### src/rtl/traffic_sensor_conditioner.sv
// -----------------------------------------------------------------------------
// traffic_sensor_conditioner
//
// Conditions the two raw vehicle-sensor inputs that feed the traffic-light FSM.
// Each channel does four things:
//   - synchronizes its raw input through two flops
//   - debounces the level changes
//   - stretches presence for a hold period after a qualified release
//   - gives a one-cycle arrival pulse and a saturating arrival count
//
// Ports (top):
//   clk      in   system clock, rising edge
//   reset    in   asynchronous active-high reset, clears every flop
//   raw_a/b  in   raw Academic / Bravado sensors, asynchronous to clk
//   cnt_clr  in   synchronous clear of both arrival counters
//   TA/TB    out  conditioned presence, decoded from state only
//   arr_a/b  out  registered one-cycle arrival pulses
//   cnt_a/b  out  CW-bit saturating arrival counts
// -----------------------------------------------------------------------------

// One conditioning channel. The top module instantiates two identical copies.
module traffic_sensor_conditioner_ch #(
  parameter int DEBOUNCE_CYCLES = 4,
  parameter int HOLD_CYCLES     = 8,
  parameter int CW              = 8
) (
  input  logic          clk,
  input  logic          reset,
  input  logic          raw,
  input  logic          cnt_clr,
  output logic          t,
  output logic          arr,
  output logic [CW-1:0] cnt
);

  localparam int DW = $clog2(DEBOUNCE_CYCLES + 1);
  localparam int HW = $clog2(HOLD_CYCLES + 1);

  localparam logic [DW-1:0] DEB_ONE   = DW'(1);
  localparam logic [DW-1:0] DEB_LAST  = DW'(DEBOUNCE_CYCLES - 1);
  localparam logic [HW-1:0] HOLD_ONE  = HW'(1);
  localparam logic [HW-1:0] HOLD_LAST = HW'(HOLD_CYCLES - 1);
  localparam logic [CW-1:0] CNT_ONE   = CW'(1);
  localparam logic [CW-1:0] CNT_MAX   = {CW{1'b1}};

  typedef enum logic [2:0] {
    IDLE,
    QUAL_ON,
    PRESENT,
    QUAL_OFF,
    HOLD
  } state_t;

  state_t        state_q, state_d;
  logic          s1_q, s1_d;
  logic          s2_q, s2_d;
  logic [DW-1:0] deb_q, deb_d;
  logic [HW-1:0] hold_q, hold_d;
  logic          arr_q, arr_d;
  logic [CW-1:0] cnt_q, cnt_d;
  logic          arrival;

  // NOTE: every signal written here gets a default first, so no path through
  // the case statement can leave one unassigned and infer a latch.
  always_comb begin
    s1_d    = raw;
    s2_d    = s1_q;
    state_d = state_q;
    deb_d   = deb_q;
    hold_d  = hold_q;
    arrival = 1'b0;

    // The run counter holds the number of matching samples already accepted
    // in a QUAL state. A state is left on its DEBOUNCE_CYCLES-th sample, so
    // the comparison is against DEBOUNCE_CYCLES-1.
    unique case (state_q)
      IDLE: begin
        if (s2_q) begin
          state_d = QUAL_ON;
          deb_d   = DEB_ONE;
        end
      end
      QUAL_ON: begin
        if (!s2_q) begin
          state_d = IDLE;
          deb_d   = '0;
        end else if (deb_q == DEB_LAST) begin
          state_d = PRESENT;
          deb_d   = '0;
          arrival = 1'b1;
        end else begin
          deb_d = deb_q + DEB_ONE;
        end
      end
      PRESENT: begin
        if (!s2_q) begin
          state_d = QUAL_OFF;
          deb_d   = DEB_ONE;
        end
      end
      QUAL_OFF: begin
        if (s2_q) begin
          state_d = PRESENT;
          deb_d   = '0;
        end else if (deb_q == DEB_LAST) begin
          state_d = HOLD;
          deb_d   = '0;
          hold_d  = '0;
        end else begin
          deb_d = deb_q + DEB_ONE;
        end
      end
      HOLD: begin
        // A return of the sensor during hold is the same occupancy: no arrival.
        if (s2_q) begin
          state_d = PRESENT;
          hold_d  = '0;
        end else if (hold_q == HOLD_LAST) begin
          state_d = IDLE;
          hold_d  = '0;
        end else begin
          hold_d = hold_q + HOLD_ONE;
        end
      end
      default: begin
        state_d = IDLE;
        deb_d   = '0;
        hold_d  = '0;
      end
    endcase

    arr_d = arrival;

    // A clear that coincides with an arrival still records that arrival.
    cnt_d = cnt_q;
    if (cnt_clr) begin
      cnt_d = arrival ? CNT_ONE : '0;
    end else if (arrival && (cnt_q != CNT_MAX)) begin
      cnt_d = cnt_q + CNT_ONE;
    end
  end

  // NOTE: state registers use non-blocking assignments so that all flops
  // sample their pre-edge values, exactly like the hardware.
  always_ff @(posedge clk or posedge reset) begin
    if (reset) begin
      s1_q    <= 1'b0;
      s2_q    <= 1'b0;
      state_q <= IDLE;
      deb_q   <= '0;
      hold_q  <= '0;
      arr_q   <= 1'b0;
      cnt_q   <= '0;
    end else begin
      s1_q    <= s1_d;
      s2_q    <= s2_d;
      state_q <= state_d;
      deb_q   <= deb_d;
      hold_q  <= hold_d;
      arr_q   <= arr_d;
      cnt_q   <= cnt_d;
    end
  end

  assign t   = (state_q == PRESENT) || (state_q == QUAL_OFF) || (state_q == HOLD);
  assign arr = arr_q;
  assign cnt = cnt_q;

endmodule

module traffic_sensor_conditioner #(
  parameter int DEBOUNCE_CYCLES = 4,
  parameter int HOLD_CYCLES     = 8,
  parameter int CW              = 8
) (
  input  logic          clk,
  input  logic          reset,
  input  logic          raw_a,
  input  logic          raw_b,
  input  logic          cnt_clr,
  output logic          TA,
  output logic          TB,
  output logic          arr_a,
  output logic          arr_b,
  output logic [CW-1:0] cnt_a,
  output logic [CW-1:0] cnt_b
);

  traffic_sensor_conditioner_ch #(
    .DEBOUNCE_CYCLES(DEBOUNCE_CYCLES),
    .HOLD_CYCLES    (HOLD_CYCLES),
    .CW             (CW)
  ) u_ch_a (
    .clk    (clk),
    .reset  (reset),
    .raw    (raw_a),
    .cnt_clr(cnt_clr),
    .t      (TA),
    .arr    (arr_a),
    .cnt    (cnt_a)
  );

  traffic_sensor_conditioner_ch #(
    .DEBOUNCE_CYCLES(DEBOUNCE_CYCLES),
    .HOLD_CYCLES    (HOLD_CYCLES),
    .CW             (CW)
  ) u_ch_b (
    .clk    (clk),
    .reset  (reset),
    .raw    (raw_b),
    .cnt_clr(cnt_clr),
    .t      (TB),
    .arr    (arr_b),
    .cnt    (cnt_b)
  );

endmodule

### config.mk
export PLATFORM = sky130hd
export DESIGN_NAME = traffic_sensor_conditioner
export DESIGN_NICKNAME = d
export VERILOG_FILES = /design/src/rtl/traffic_sensor_conditioner.sv
export SDC_FILE = /design/constraint.sdc
export NUM_CORES = 1
export LEC_CHECK = 0
export ABC_AREA = 0
export CORE_MARGIN = 2
export CORE_UTILIZATION = 50
export DETAILED_ROUTE_END_ITERATION = 8
export GPL_ROUTABILITY_DRIVEN = 0
export GPL_TIMING_DRIVEN = 1
export PLACE_DENSITY = 0.75
export SETUP_SLACK_MARGIN = 0.3
export SLEW_MARGIN = 20
export SYNTH_ARGS = -nofsm -noshare
export SYNTH_HDL_FRONTEND = slang
export SYNTH_SLANG_ARGS = --single-unit
### constraint.sdc
create_clock -name clk -period 1.63 [get_ports clk]
set_clock_uncertainty 0.1 [all_clocks]
set_input_delay 0.326 -clock clk [delete_from_list [all_inputs] [get_ports clk]]
set_output_delay 0.326 -clock clk [all_outputs]
set_load 0.01 [all_outputs]
Word-level counts from Yosys, hierarchy flattened
Index checks and enable logic that the tools add are counted.
{"block": "classes", "add_sub_neg": 6, "eq_ne": 28, "mux": 50, "bitwise_logic": 4, "n_reduce_logical": 18}
{"cell": "two-way mux 3 bit", "count": 24}
{"cell": "case mux 3 bit (5 select lines)", "count": 4}
{"cell": "two-way mux 4 bit", "count": 8}
{"cell": "two-way mux 8 bit", "count": 4}
{"cell": "case mux 4 bit (3 select lines)", "count": 2}
{"cell": "equality test 3 x 2 -> 1 bit (second input constant)", "count": 6}
{"cell": "adder 8 x 1 -> 8 bit (second input constant)", "count": 2}
{"cell": "!= test 8 bit (second input constant)", "count": 2}
{"cell": "!= test 3 x 1 -> 1 bit (second input constant)", "count": 4}
{"cell": "AND reduction 3 bit", "count": 4}
{"cell": "AND reduction 5 bit", "count": 2}
{"cell": "adder 4 x 1 -> 4 bit (second input constant)", "count": 2}
{"cell": "equality test 4 x 3 -> 1 bit (second input constant)", "count": 2}
{"cell": "two-way mux 1 bit", "count": 8}
{"cell": "!= test 2 x 1 -> 1 bit (second input constant)", "count": 4}
{"cell": "!= test 2 bit (second input constant)", "count": 4}
{"cell": "adder 3 x 1 -> 3 bit (second input constant)", "count": 2}
{"cell": "equality test 3 x 1 -> 1 bit (second input constant)", "count": 2}
{"cell": "equality test 3 bit (second input constant)", "count": 2}
{"cell": "logical NOT 3 bit", "count": 2}
{"cell": "!= test 3 bit (second input constant)", "count": 2}
{"cell": "OR reduction 3 bit", "count": 2}
{"cell": "logical OR 1 bit", "count": 4}
{"cell": "NOT 1 bit", "count": 4}
{"cell": "2 further kinds", "count": 4}
{"block": "totals", "register_bits": 42, "input_bits": 5, "out_inout_bits": 20}

Logic depth before layout (Yosys ltp)
Gate-level depths: netlist of the first run.
{"block": "depth", "depth_word": 7, "mapped_depth": 6, "ltp_nobuf": 5}

Modules after synthesis
From an unflattened synthesis of the first run, not the netlist that was laid out.
{"block": "unflattened", "cells_unflattened": 250, "hier_area_um2": 2317.2}
{"mod": "traffic_sensor_conditioner_ch (u_ch_b)", "instances": 1, "cells_each": 125, "area_per_inst_um2": 1163.6, "seq_area_each_um2": 525.5}
{"mod": "traffic_sensor_conditioner_ch (u_ch_a)", "instances": 1, "cells_each": 125, "area_per_inst_um2": 1153.6, "seq_area_each_um2": 525.5}

Worst setup path before layout of the first run
OpenSTA, ideal clock, no wires.
{"block": "synth_path", "path_type": "reg2reg", "startpoint": "register u_ch_a.deb_q[0]", "endpoint": "register u_ch_a.cnt_q[7], in the netlist u_ch_a.cnt[7]", "setup_ns": 0.132, "arrival_time_ns": 1.491, "t_required_ns": 1.398, "setup_slack_ns": -0.093, "path_stages_with_launch": 6, "synth_period_minus_slack_ns": 1.723, "path_cell_list": "dfrtp_1 ha_1 or3b_1 nor4_1 mux2i_1 nor2_1"}
{"block": "synth_between", "elab_chain_cells": 6}
{"element": "start: declaration", "line": "57", "text": "logic [DW-1:0] deb_q, deb_d;"}
{"element": "start signal: assignment", "line": "150", "text": "deb_q <= '0;"}
{"element": "start signal: assignment", "line": "158", "text": "deb_q <= deb_d;"}
{"element": "equality test 3 x 2 -> 1 bit", "line": "87", "text": "end else if (deb_q == DEB_LAST) begin"}
{"element": "two-way mux 1 bit", "line": "87"}
{"element": "two-way mux 1 bit", "line": "84", "text": "if (!s2_q) begin"}
{"element": "two-way mux 1 bit", "line": "76", "text": "unique case (state_q)"}
{"element": "logical AND 1 bit", "line": "138", "text": "end else if (arrival && (cnt_q != CNT_MAX)) begin"}
{"element": "nonzero test 2 bit (no source line)"}
{"element": "end signal: assignment", "line": "161", "text": "cnt_q <= cnt_d;"}
{"element": "end: declaration", "line": "60", "text": "logic [CW-1:0] cnt_q, cnt_d;"}
Every way passes these cells.
A chain may end at the register's enable or synchronous reset.

Worst setup path in the final report of the first run
{"block": "layout_path", "startpoint": "register u_ch_a.deb_q[0]", "endpoint": "register u_ch_a.cnt_q[4], in the netlist u_ch_a.cnt[4]"}
Same word-level chain as after synthesis.

==> key figures, run 1 <==
Synth
  • Async SR Flop Fraction: 100%
  • Synth Area per Inst: 9.55 um2
  • Yosys Warn Count: 0
  • Synth cell types: 49
  • Post-synth EDFFs: 0
  • Seq/Total Area, Yosys: 47.4%
  • Synthesized instance count: 232
  • Top-count cell post-synth: dfrtp_1
  • Top-area cell type share of the netlist area: 47.4%
  • Post-Syn Area: 0.00222 mm2
  • Synth top area cells: dfrtp_1 47%, o21ai_0 5.0%, nand2_1 3.7%
  • Synth area leader: dfrtp_1
  • Syn nets: 243
  • Post-synth top cells: 42 x dfrtp_1, 22 x nand2_1, 22 x o21ai_0, 15 x a21oi_1, 13 x nor2_1
  • Flop and latch count out of synthesis: 42
  • Synth Flop Type: dfrtp_1

Min path
  • Worst min path class: flip-flop to flip-flop
  • Worst min-delay path startpoint: u_ch_b.s1_q$_DFF_PP0_

STA
  • Period utilization: 107%
  • Slew Limit Fails: 0
  • RSZ-0062 raised after global routing: yes
  • Period minus WS final: ~1700 ps
  • Finish-stage setup viols: 15
  • Worst Tran Pin Value: 274 ps
  • Slew headroom: 81.6%
  • Max Clock Freq: ~570 MHz
  • Hold Fails Final Rpt: 0
  • Fin worst setup slack: -111 ps

Floorplan
  • Die width: 70.6 um
  • DIE HEIGHT: ~71 um
  • Core area: 0.00432 mm2
  • # rows: 24
  • Initial Util: about half
  • DIE AREA: 0.00498 mm2
  • Boundary Pins: 25

Drt
  • First-pass iteration count of the detailed router: 4
  • Post-route antenna net violation count: 0
  • Initial DRC count: 225
  • DR vias: ~2,400
  • WL/cell: 20.7 um
  • Post-route DRC: 0
  • Vias per inst: around 6.1
  • Final wirelength: approximately 8000 um

Cells and area
  • Layout cells sized above 1: 57.5%
  • # diodes: 0
  • Nets: 344
  • Synthesis-to-layout area growth: 68.0%

Setup path
  • CP Max Fanout: 9
  • Reg-to-Reg Start: u_ch_a.deb_q[0]$_DFFE_PP0P_
  • Crit path launch: u_ch_a.deb_q[0]$_DFFE_PP0P_
  • Crit Path Class: flip-flop to flip-flop
  • Worst path arrival time: 1860 ps
  • Nature of the critical path endpoint: flip-flop
  • CP Launch Type: flip-flop
  • Worst Path Required: 1750 ps

Clock tree
  • Clock-pin slew on the worst setup and hold paths: 80 ps
  • Clock Sink Count: 42
  • Number of H-tree levels: 2
  • CTS tree: built
  • CTS Buf Count: 5
  • CTS Buffer Depth: 2
  • Worst-Skew Late Latency: 310 ps
  • Root Driver: clkbuf_8
  • # hold bufs at CTS: 0

Global routing
  • Antenna violations before repair: 0
  • Largest net degree at the start of global routing: 43
  • First-pass GRT wire length: 10,500 um
  • Vias in the first global route: 2,195
  • Total GRT Usage: between 20% and 30%
  • Grt total ovfl: 0

Placed design
  • DP Worst Slack: -48.9 ps
  • DPL Wire Length: between 3000 and 4000 um
  • Port bufs: 24

Power and ir drop
  • Leakage: 1.62 nW
  • Power Dens Cells: 1090 mW/mm2
  • Max VDD drop: 1.08 mV
  • Total power: 0.00407 W

Run
  • Max-Cap Viols: 0

Outcome
  • Failing checks: setup timing
  • Status: finished with violations
==> flip-flops by register name, summed over array words and instances (netlist names), 3 cells and up <==
| signal | cells |
|---|---|
| u_ch_b.hold_q | 4 |
| u_ch_b.cnt | 8 |
| u_ch_a.deb_q | 3 |
| u_ch_b.state_q | 3 |
| u_ch_a.hold_q | 4 |
| u_ch_a.cnt | 8 |
| u_ch_b.deb_q | 3 |
| u_ch_a.state_q | 3 |
==> kinds of logic (layout without fill, tap and decap cells) <==
logic type,count (synthesis),in the layout,share of synthesized area [%]
xor+xnor,3,3,1.19
mux,4,4,1.81
simple gates,92,92,23.3
buf+inv,21,122,4.40
fa+ha+maj,6,6,3.39
compound gates,64,65,18.5
flops,42,42,47.4
==> layer usage <==
layer  wire length, um  vias to the layer above  track usage [%]
met4               337                        0             7.34
met2              4080                      108             43.5
met1              3130                     1150             36.3
li1                  -                     1062                -
met3               464                       30             5.27
met5                 0                        -                0
==> where the power goes <==
part           internal [W]  switching [W]  total (W)
sequential          0.00117       0.000135    0.00130
clock              0.000343       0.000398   0.000741
combinational       0.00101        0.00101    0.00202
==> metrics by stage <==
stage	hold slack, ps	setup TNS (ps)	instances	utilization [%]	instance area, um2
after global routing	268	-1960	386	86.1	3720
final	262	-906	386	86.1	3720
after global placement	233	-4.81	337	66.5	2880
after CTS	253	-50.5	372	79.0	3420
after floorplan	217	0	232	-	2330
after detailed placement	236	-99.2	337	66.5	2880
==> repair_timing <==
| item | 4_1_cts | 5_1_grt |
|---|---|---|
| gates cloned | 1 | 0 |
| buffers inserted | 26 | 14 |
| gates resized for setup | 155 | 54 |
| setup endpoints to repair | 56 | 54 |
| pin swaps | 25 | 20 |
==> layout make-up <==
class                   instances  area, um2
well taps                      52       65.1
clock inverters                 1       5.00
clock buffers                   7       86.3
inverters                       9       37.5
flip-flops and latches         42       1060
repair buffers                105        941
fillers                       204        602
multi-input cells             170       1530
==> path summary, 6_finish.rpt <==
check | to | slack, ps | depth (start not counted)
hold reg to reg | u_ch_b.s2_q$_DFF_PP0_ | 260 | 0
setup / recovery | u_ch_a.cnt[4]$_DFFE_PP0P_ | -110 | 5
max in group asynchronous | u_ch_b.state_q[2]$_DFFE_PP0P_ | 910 | 3
setup reg to reg | u_ch_a.cnt[4]$_DFFE_PP0P_ | -110 | 5
hold / removal | u_ch_b.s2_q$_DFF_PP0_ | 260 | 0
min in group asynchronous | u_ch_b.cnt[7]$_DFFE_PP0P_ | 310 | 3
==> worst max-delay path, cell delays in order, from the launching register on <==
cell	delay [ps]
dfrtp_1	420
ha_4	170
and4bb_2	270
o211ai_4	120
or3_1	370
a21oi_1	210
==> placed cells by master (no fill, tap or decap), drive strengths merged, types with 2 or more instances in the layout <==
cell           synthesis  routed
nor2b                  6       6
nor3                   3       3
and4bb                 2       2
nor4                   2       2
or3                    7       7
clkdlybuf4s50          0       4
or4                    4       4
clkbuf                 3       7
nor2                  13      13
dfrtp                 42      42
nand3                 10      10
inv                    9       8
o21ai                 22      22
ha                     6       6
o31ai                  8       8
o21a                   2       2
nand4                  2       2
o41ai                  2       2
xor2                   2       2
nand2b                 6       6
or2                    2       2
o211ai                 4       5
mux2i                  4       4
nand3b                 6       6
nand2                 22      22
o22a                   2       2
buf                    9     101
a21oi                 15      15
(Power assumes the default switching activity.)
==> inputs of run 2 (changes only) <==
--- a/config.mk
+++ b/config.mk
@@ -6,11 +6,12 @@
 export NUM_CORES = 1
 export LEC_CHECK = 0
 export ABC_AREA = 0
+export CAP_MARGIN = 20
 export CORE_MARGIN = 2
 export CORE_UTILIZATION = 50
 export DETAILED_ROUTE_END_ITERATION = 8
 export GPL_ROUTABILITY_DRIVEN = 0
-export GPL_TIMING_DRIVEN = 1
+export GPL_TIMING_DRIVEN = 0
 export PLACE_DENSITY = 0.75
 export SETUP_SLACK_MARGIN = 0.3
 export SLEW_MARGIN = 20
==> run 2 against run 1 <==
  * The flow still finishes with violations (setup timing)
  * Worst hold slack about the same
  * Wire length decreased by 1.7%
  * Die area did not move
  * Maximum frequency shrank 1.4%
  * Critical path depth increased by 1
  * Non-clock buffer count shrank 5
  * Clock power down 7.7%
  * Cell count down 1.3%
  * Setup slack worse by 25 ps
  * Critical path type unchanged
  * Critical endpoint is now u_ch_b.cnt[3]$_DFFE_PP0P_
==> key figures, run 2 (same netlist as run 1, synthesis figures left out) <==
Power and ir drop
  • Max VDD drop: 0.862 mV (-20%)
  • Leakage: 1.57 nW (-2.9%)
  • Power Dens Cells: 1150 mW/mm2 (+4.9%)
  • Total power: 0.00413 W (+1.5%)

Setup path
  • R2R depth: 6 (+1)
  • Crit Path Class: flip-flop to flip-flop
  • Cell mode on critical path: buf_6
  • Worst path arrival time: 1900 ps (+40 ps)
  • CP max stage delay: 410 ps (about the same)
  • Reg-to-Reg Start: u_ch_b.state_q[2]$_DFFE_PP0P_
  • CP Launch Type: flip-flop
  • Crit path buf inv count: 2 (+2)
  • Nature of the critical path endpoint: flip-flop
  • Slowest-stage cell, CP: dfrtp_1
  • Worst Path Required: 1760 ps (about the same)
  • CP Max Fanout: 5 (-4)
  • Worst r2r dst: u_ch_b.cnt[3]$_DFFE_PP0P_
  • CP cell instances: buf_6, and4bb_1, o211ai_4, buf_6, or3_1, a21oi_1
  • Crit path launch: u_ch_b.state_q[2]$_DFFE_PP0P_
  • Family with the most delay on the worst path: simple AND/OR/NAND/NOR gates
  • Reg-to-reg setup timing slack: -140 ps (-20 ps)

Floorplan
  • # rows: 24 (unchanged)
  • Initial Util: 51.2% (unchanged)
  • Boundary Pins: 25 (unchanged)
  • Die width: 70.6 um (unchanged)
  • Core area: 0.00432 mm2 (unchanged)
  • DIE AREA: 0.00498 mm2 (unchanged)
  • DIE HEIGHT: 70.6 um (unchanged)

Cells and area
  • FILL cells: 227 (+11%)
  • # diodes: 0 (unchanged)
  • Core Util, Final: 83.4% (-2.7 points)
  • Multi-input logic area: 0.00148 mm2 (-3.5%)
  • Layout cells sized above 1: 53.5% (-4.0 points)
  • Finished Layout Cells: 381 (-1.3%)
  • Register Area: 0.00106 mm2 (-0.12%)
  • Synthesis-to-layout area growth: 62.7%
  • Commonest non-fill, non-tap cell in the layout: buf_4
  • Commonest non-fill, non-tap cells in the layout: 43 x buf_4, 38 x dfrtp_1, 33 x buf_6
  • Nets: 339 (-1.5%)

Clock tree
  • CTS Buffer Depth: 2 (unchanged)
  • Number of H-tree levels: 2 (unchanged)
  • Clock Sink Count: 42 (unchanged)
  • Clock-pin slew on the worst setup and hold paths: 90 ps (about the same)
  • # hold bufs at CTS: 0 (unchanged)
  • CTS Buf Count: 5 (unchanged)
  • CTS tree: built
  • Worst-Skew Late Latency: 310 ps (about the same)
  • Root Driver: clkbuf_8

Min path
  • Hold depth: 0 (unchanged)
  • Hold EP: u_ch_a.s2_q$_DFF_PP0_
  • Worst min path class: flip-flop to flip-flop
  • Worst min-delay path startpoint: u_ch_a.s1_q$_DFF_PP0_

Global routing
  • Vias in the first global route: 2,043 (-6.9%)
  • Antenna violations before repair: 0 (unchanged)
  • Largest net degree at the start of global routing: 43 (unchanged)
  • First-pass GRT wire length: 9230 um (-12%)
  • Total GRT Usage: 23.4% (-3.1 points)
  • Grt total ovfl: 0 (unchanged)

Placed design
  • DPL Wire Length: 2990 um (-14%)
  • DP Worst Slack: -234 ps (-185 ps)
  • Port bufs: 23 (-4.2%)
  • Dpl cells: 307 (-8.9%)

Drt
  • Final wirelength: 7870 um (-1.7%)
  • Post-route DRC: 0 (unchanged)
  • Post-route antenna net violation count: 0 (unchanged)
  • First-pass iteration count of the detailed router: 5 (+1)
  • Initial DRC count: 255 (+13%)
  • Vias per inst: 6.24 (+2.4%)
  • DR vias: 2,376 (+1.1%)
  • WL/cell: 20.7 um (-0.40%)

STA
  • Period minus WS final: 1770 ps (+24.6 ps)
  • Slew headroom: 60.3% (-21 points)
  • Slew Limit Fails: 0 (unchanged)
  • Fin worst setup slack: -136 ps (-24.6 ps)
  • Worst Tran Pin Value: 596 ps (+321 ps)
  • RSZ-0062 raised after global routing: yes
  • Finish-stage setup viols: 18 (+3)
  • Period utilization: 108% (+1.5 points)
  • Max Clock Freq: 566 MHz (-1.4%)
  • Hold Fails Final Rpt: 0 (unchanged)
  • Fin Setup TNS: -1370 ps (-462 ps)

Run
  • Max-Cap Viols: 0 (unchanged)

Outcome
  • Failing checks: setup timing
  • Status: finished with violations
[run 2: cell count changes in the layout (fill, tap and decap cells not counted), moves of 3 or more]
cell	delta
buf_2	+5
buf_6	-5
clkinvlp_4	+3
buf_4	-10
clkbuf_1	+3
nor2b_1	+3
o21ai_1	-3
[run 2: cell type report]
type | instances | share of cell area (%)
multi-input combinational | 169 | 41.0
sequential | 42 | 29.3
timing repair buffer | 88 | 21.1
buffer | 12 | 3.12
clock buffer | 8 | 2.22
tap | 52 | 1.80
inverter | 9 | 1.25
timing repair inverter | 1 | 0.208
[run 2: timing repair]
action,4_1_cts,5_1_grt
pin swaps,23,24
buffers inserted,42,21
setup endpoints to repair,55,78
gates cloned,2,1
gates resized for setup,136,64
[run 2: where the power goes]
group          internal [W]  switching, W
clock              0.000305      0.000379
sequential          0.00117      0.000122
combinational       0.00111       0.00104
total               0.00258       0.00154
[run 2: per-stage QoR]
| stage | cell area, um2 | hold slack, ps |
|---|---|---|
| 3_5_place_dp | 2630 | 238 |
| 4_1_cts | 3170 | 251 |
| 3_3_place_gp | 2630 | 232 |
| 6_report | 3600 | 262 |
| 5_1_grt | 3600 | 269 |
| 2_1_floorplan | 2330 | 217 |
[run 2: worst max-delay path by stage]
stage	end	slack, ps	cells past startpoint
floorplan	u_ch_a.cnt[2]$_DFFE_PP0P_	20	6
CTS	u_ch_a.cnt[2]$_DFFE_PP0P_	-80	6
finish	u_ch_b.cnt[3]$_DFFE_PP0P_	-140	6
global placement	TA	-230	4
detailed placement	TA	-230	4
global route	u_ch_b.cnt[3]$_DFFE_PP0P_	-200	6
[run 2: metal layers]
metal	part of all wire [%]	GRT usage, %	up-vias
met2	49	39.6	120
met4	4.6	11.3	0
met3	5.7	3.56	37
met5	0	0	-
met1	41	29.4	1181
li1	-	-	1038
==> inputs of run 3 (changes only) <==
--- a/config.mk
+++ b/config.mk
@@ -8,11 +8,11 @@
 export ABC_AREA = 0
 export CAP_MARGIN = 20
 export CORE_MARGIN = 2
-export CORE_UTILIZATION = 50
+export CORE_UTILIZATION = 60
 export DETAILED_ROUTE_END_ITERATION = 8
 export GPL_ROUTABILITY_DRIVEN = 0
 export GPL_TIMING_DRIVEN = 0
-export PLACE_DENSITY = 0.75
+export PLACE_DENSITY = 0.84
 export SETUP_SLACK_MARGIN = 0.3
 export SLEW_MARGIN = 20
 export SYNTH_ARGS = -nofsm -noshare
==> constraint.sdc (replaced) <==
create_clock -name clk -period 2.25 [get_ports clk]
set_clock_uncertainty 0.1 [all_clocks]
set_input_delay 0.45 -clock clk [delete_from_list [all_inputs] [get_ports clk]]
set_output_delay 0.45 -clock clk [all_outputs]
set_load 0.01 [all_outputs]
==> run 3 against run 2 <==
  * The flow now finishes without violations
  * Power shrank 43%
  * Sequential power shrank 29%
  * Via count shrank 20%
  * Highest routed layer unchanged
==> key figures, run 3 (same netlist as run 1, synthesis figures left out) <==
STA
  • RSZ-0062 raised after global routing: yes
  • Period minus WS final: between 1500 and 2000 ps
  • Period utilization: 84.9%
  • Slew headroom: 57.0% (-3.3 points)
  • Finish-stage setup viols: 0 (-18)
  • Slew Limit Fails: 0 (unchanged)
  • Hold Fails Final Rpt: 0 (unchanged)
  • Fin Setup TNS: 0 ps (+1370 ps)
  • Worst Tran Pin Value: 636 ps (+40.3 ps)
  • Max Clock Freq: about 520 MHz

Cells and area
  • Commonest non-fill, non-tap cells in the layout: 41 x dfrtp_1, 22 x nand2_1, 21 x o21ai_0, 21 x clkdlybuf4s50_1, 15 x a21oi_1
  • Layout cells sized above 1: 12.5% (-41 points)
  • Synthesis-to-layout area growth: 21.3%
  • Nets: 275 (-19%)
  • Final instance area: 0.00269 mm2 (-25%)
  • Multi-input logic area: 0.00108 mm2 (-27%)
  • Commonest non-fill, non-tap cell in the layout: dfrtp_1
  • FILL cells: 263 (+16%)
  • # diodes: 0 (unchanged)
  • Register Area: 0.00105 mm2 (-0.36%)

Drt
  • DR vias: 1,889 (-20%)
  • Post-route DRC: 0 (unchanged)
  • WL/cell: 14.8 um (-29%)
  • First-pass iteration count of the detailed router: 4 (-1)
  • Initial DRC count: 141 (-45%)
  • Vias per inst: 6.04 (-3.2%)
  • Post-route antenna net violation count: 0 (unchanged)
  • Final wirelength: 4620 um (-41%)

Power and ir drop
  • Power Dens Cells: 883 mW/mm2 (-23%)
  • Clk pwr share: 31.2% (+15 points)
  • Switching power: 0.000734 W (-52%)
  • Sw Share: 30.9% (-6.4 points)
  • Leakage: 1.12 nW (-28%)
  • Max VDD drop: 0.532 mV (-38%)
  • Seq pwr share: 38.7% (+7.5 points)
  • Gate power share: 30.2% (-22 points)
  • Pint: 0.00164 W (-37%)

Floorplan
  • Die width: 64.8 um (-8.2%)
  • # rows: 22 (-8.3%)
  • Initial Util: 61.5% (+10 points)
  • Boundary Pins: 25 (unchanged)
  • DIE AREA: 0.00420 mm2 (-16%)
  • DIE HEIGHT: 64.8 um (-8.2%)
  • Core area: 0.00361 mm2 (-17%)

Clock tree
  • CTS Buf Count: 5 (unchanged)
  • Root Driver: clkbuf_8
  • # hold bufs at CTS: 0 (unchanged)
  • CTS Buffer Depth: 2 (unchanged)
  • Number of H-tree levels: 2 (unchanged)
  • Clock Sink Count: 42 (unchanged)
  • Clock-pin slew on the worst setup and hold paths: 90 ps (about the same)
  • CTS tree: built
  • Worst-Skew Late Latency: 310 ps (about the same)

Global routing
  • Antenna violations before repair: 0 (unchanged)
  • Total GRT Usage: 23.8% (+0.41 points)
  • Largest net degree at the start of global routing: 33 (-23%)
  • Vias in the first global route: 1,758 (-14%)
  • First-pass GRT wire length: 7710 um (-16%)
  • Grt total ovfl: 0 (unchanged)

Placed design
  • Port bufs: 23 (unchanged)
  • DPL Wire Length: 3120 um (+4.6%)
  • Post-place instance area: 0.00253 mm2 (-3.9%)

Min path
  • Worst min path class: flip-flop to flip-flop

Setup path
  • CP Launch Type: flip-flop
  • Crit Path Class: flip-flop to output pin
  • Worst path arrival time: 1360 ps (-540 ps)
  • Reg-to-reg setup timing slack: 430 ps (+570 ps)
  • Worst Path Required: 1700 ps (-60 ps)
  • CP Max Fanout: 10 (+5)
  • Nature of the critical path endpoint: output pin

Outcome
  • Status: finished clean

Run
  • Max-Cap Viols: 0 (unchanged)
run 3: changes by cell type in the layout (fill, tap and decap cells not counted), sizes merged:
| cell | previous run | this run |
|---|---|---|
| buf | 94 | 14 |
| clkdlybuf4s50 | 3 | 21 |
| clkinvlp | 4 | 0 |
| clkbuf | 11 | 8 |
| inv | 6 | 9 |
| bufinv | 0 | 2 |
run 3: final timing paths:
check	depth (start not counted)	to	start
hold reg to reg	0	u_ch_b.s2_q$_DFF_PP0_	u_ch_b.s1_q$_DFF_PP0_
min in group asynchronous	2	u_ch_a.state_q[2]$_DFFE_PP0P_	reset
hold / removal	0	u_ch_b.s2_q$_DFF_PP0_	u_ch_b.s1_q$_DFF_PP0_
setup reg to reg	5	u_ch_a.cnt[7]$_DFFE_PP0P_	u_ch_a.deb_q[0]$_DFFE_PP0P_
setup / recovery	4	TA	u_ch_a.state_q[2]$_DFFE_PP0P_
max in group asynchronous	3	u_ch_b.cnt[2]$_DFFE_PP0P_	reset
run 3: worst max-delay path: stages (launching register included):
cell      delay, ps
dfrtp_1         420
clkbuf_2        240
nand2_1         130
o21ai_0         110
buf_2           160
run 3: power by group through the flow:
stage	combinational, W	sequential (W)	clock, W
finish	0.000716	0.000917	0.000740
global route	0.000807	0.000928	0.000778
CTS	0.000673	0.000917	0.000752
detailed placement	0.000669	0.000929	0
global placement	0.000647	0.000923	0
floorplan	0.000502	0.000915	0
run 3: layout make-up:
type,instances,share of cell area (%)
clock buffer,6,3.07
sequential,42,39.1
clock inverter,2,2.23
inverter,9,1.26
timing repair buffer,25,9.21
multi-input combinational,169,40.1
tap,48,2.23
buffer,12,2.75
run 3: stage by stage:
step	worst slack (ps)	total power, W	hold WS (ps)	std cells	util, %
2_1_floorplan	527	0.00142	231	232	-
3_3_place_gp	-145	0.00157	233	303	69.5
6_report	340	0.00237	253	313	74.6
4_1_cts	322	0.00234	257	312	74.1
3_5_place_dp	73.9	0.00160	237	304	70.1
5_1_grt	284	0.00251	271	313	74.6
run 3: layer usage:
metal	global-route usage [%]	routed length (um)
met1	30.0	2010
met2	38.7	2260
met4	9.31	89
met3	6.77	259
met5	0	0
run 3: timing repair:
action,CTS,global route
setup buffers,0,1
endpoints found under the hold margin,0,0
endpoints found under the setup margin,3,5
resized for setup,13,7
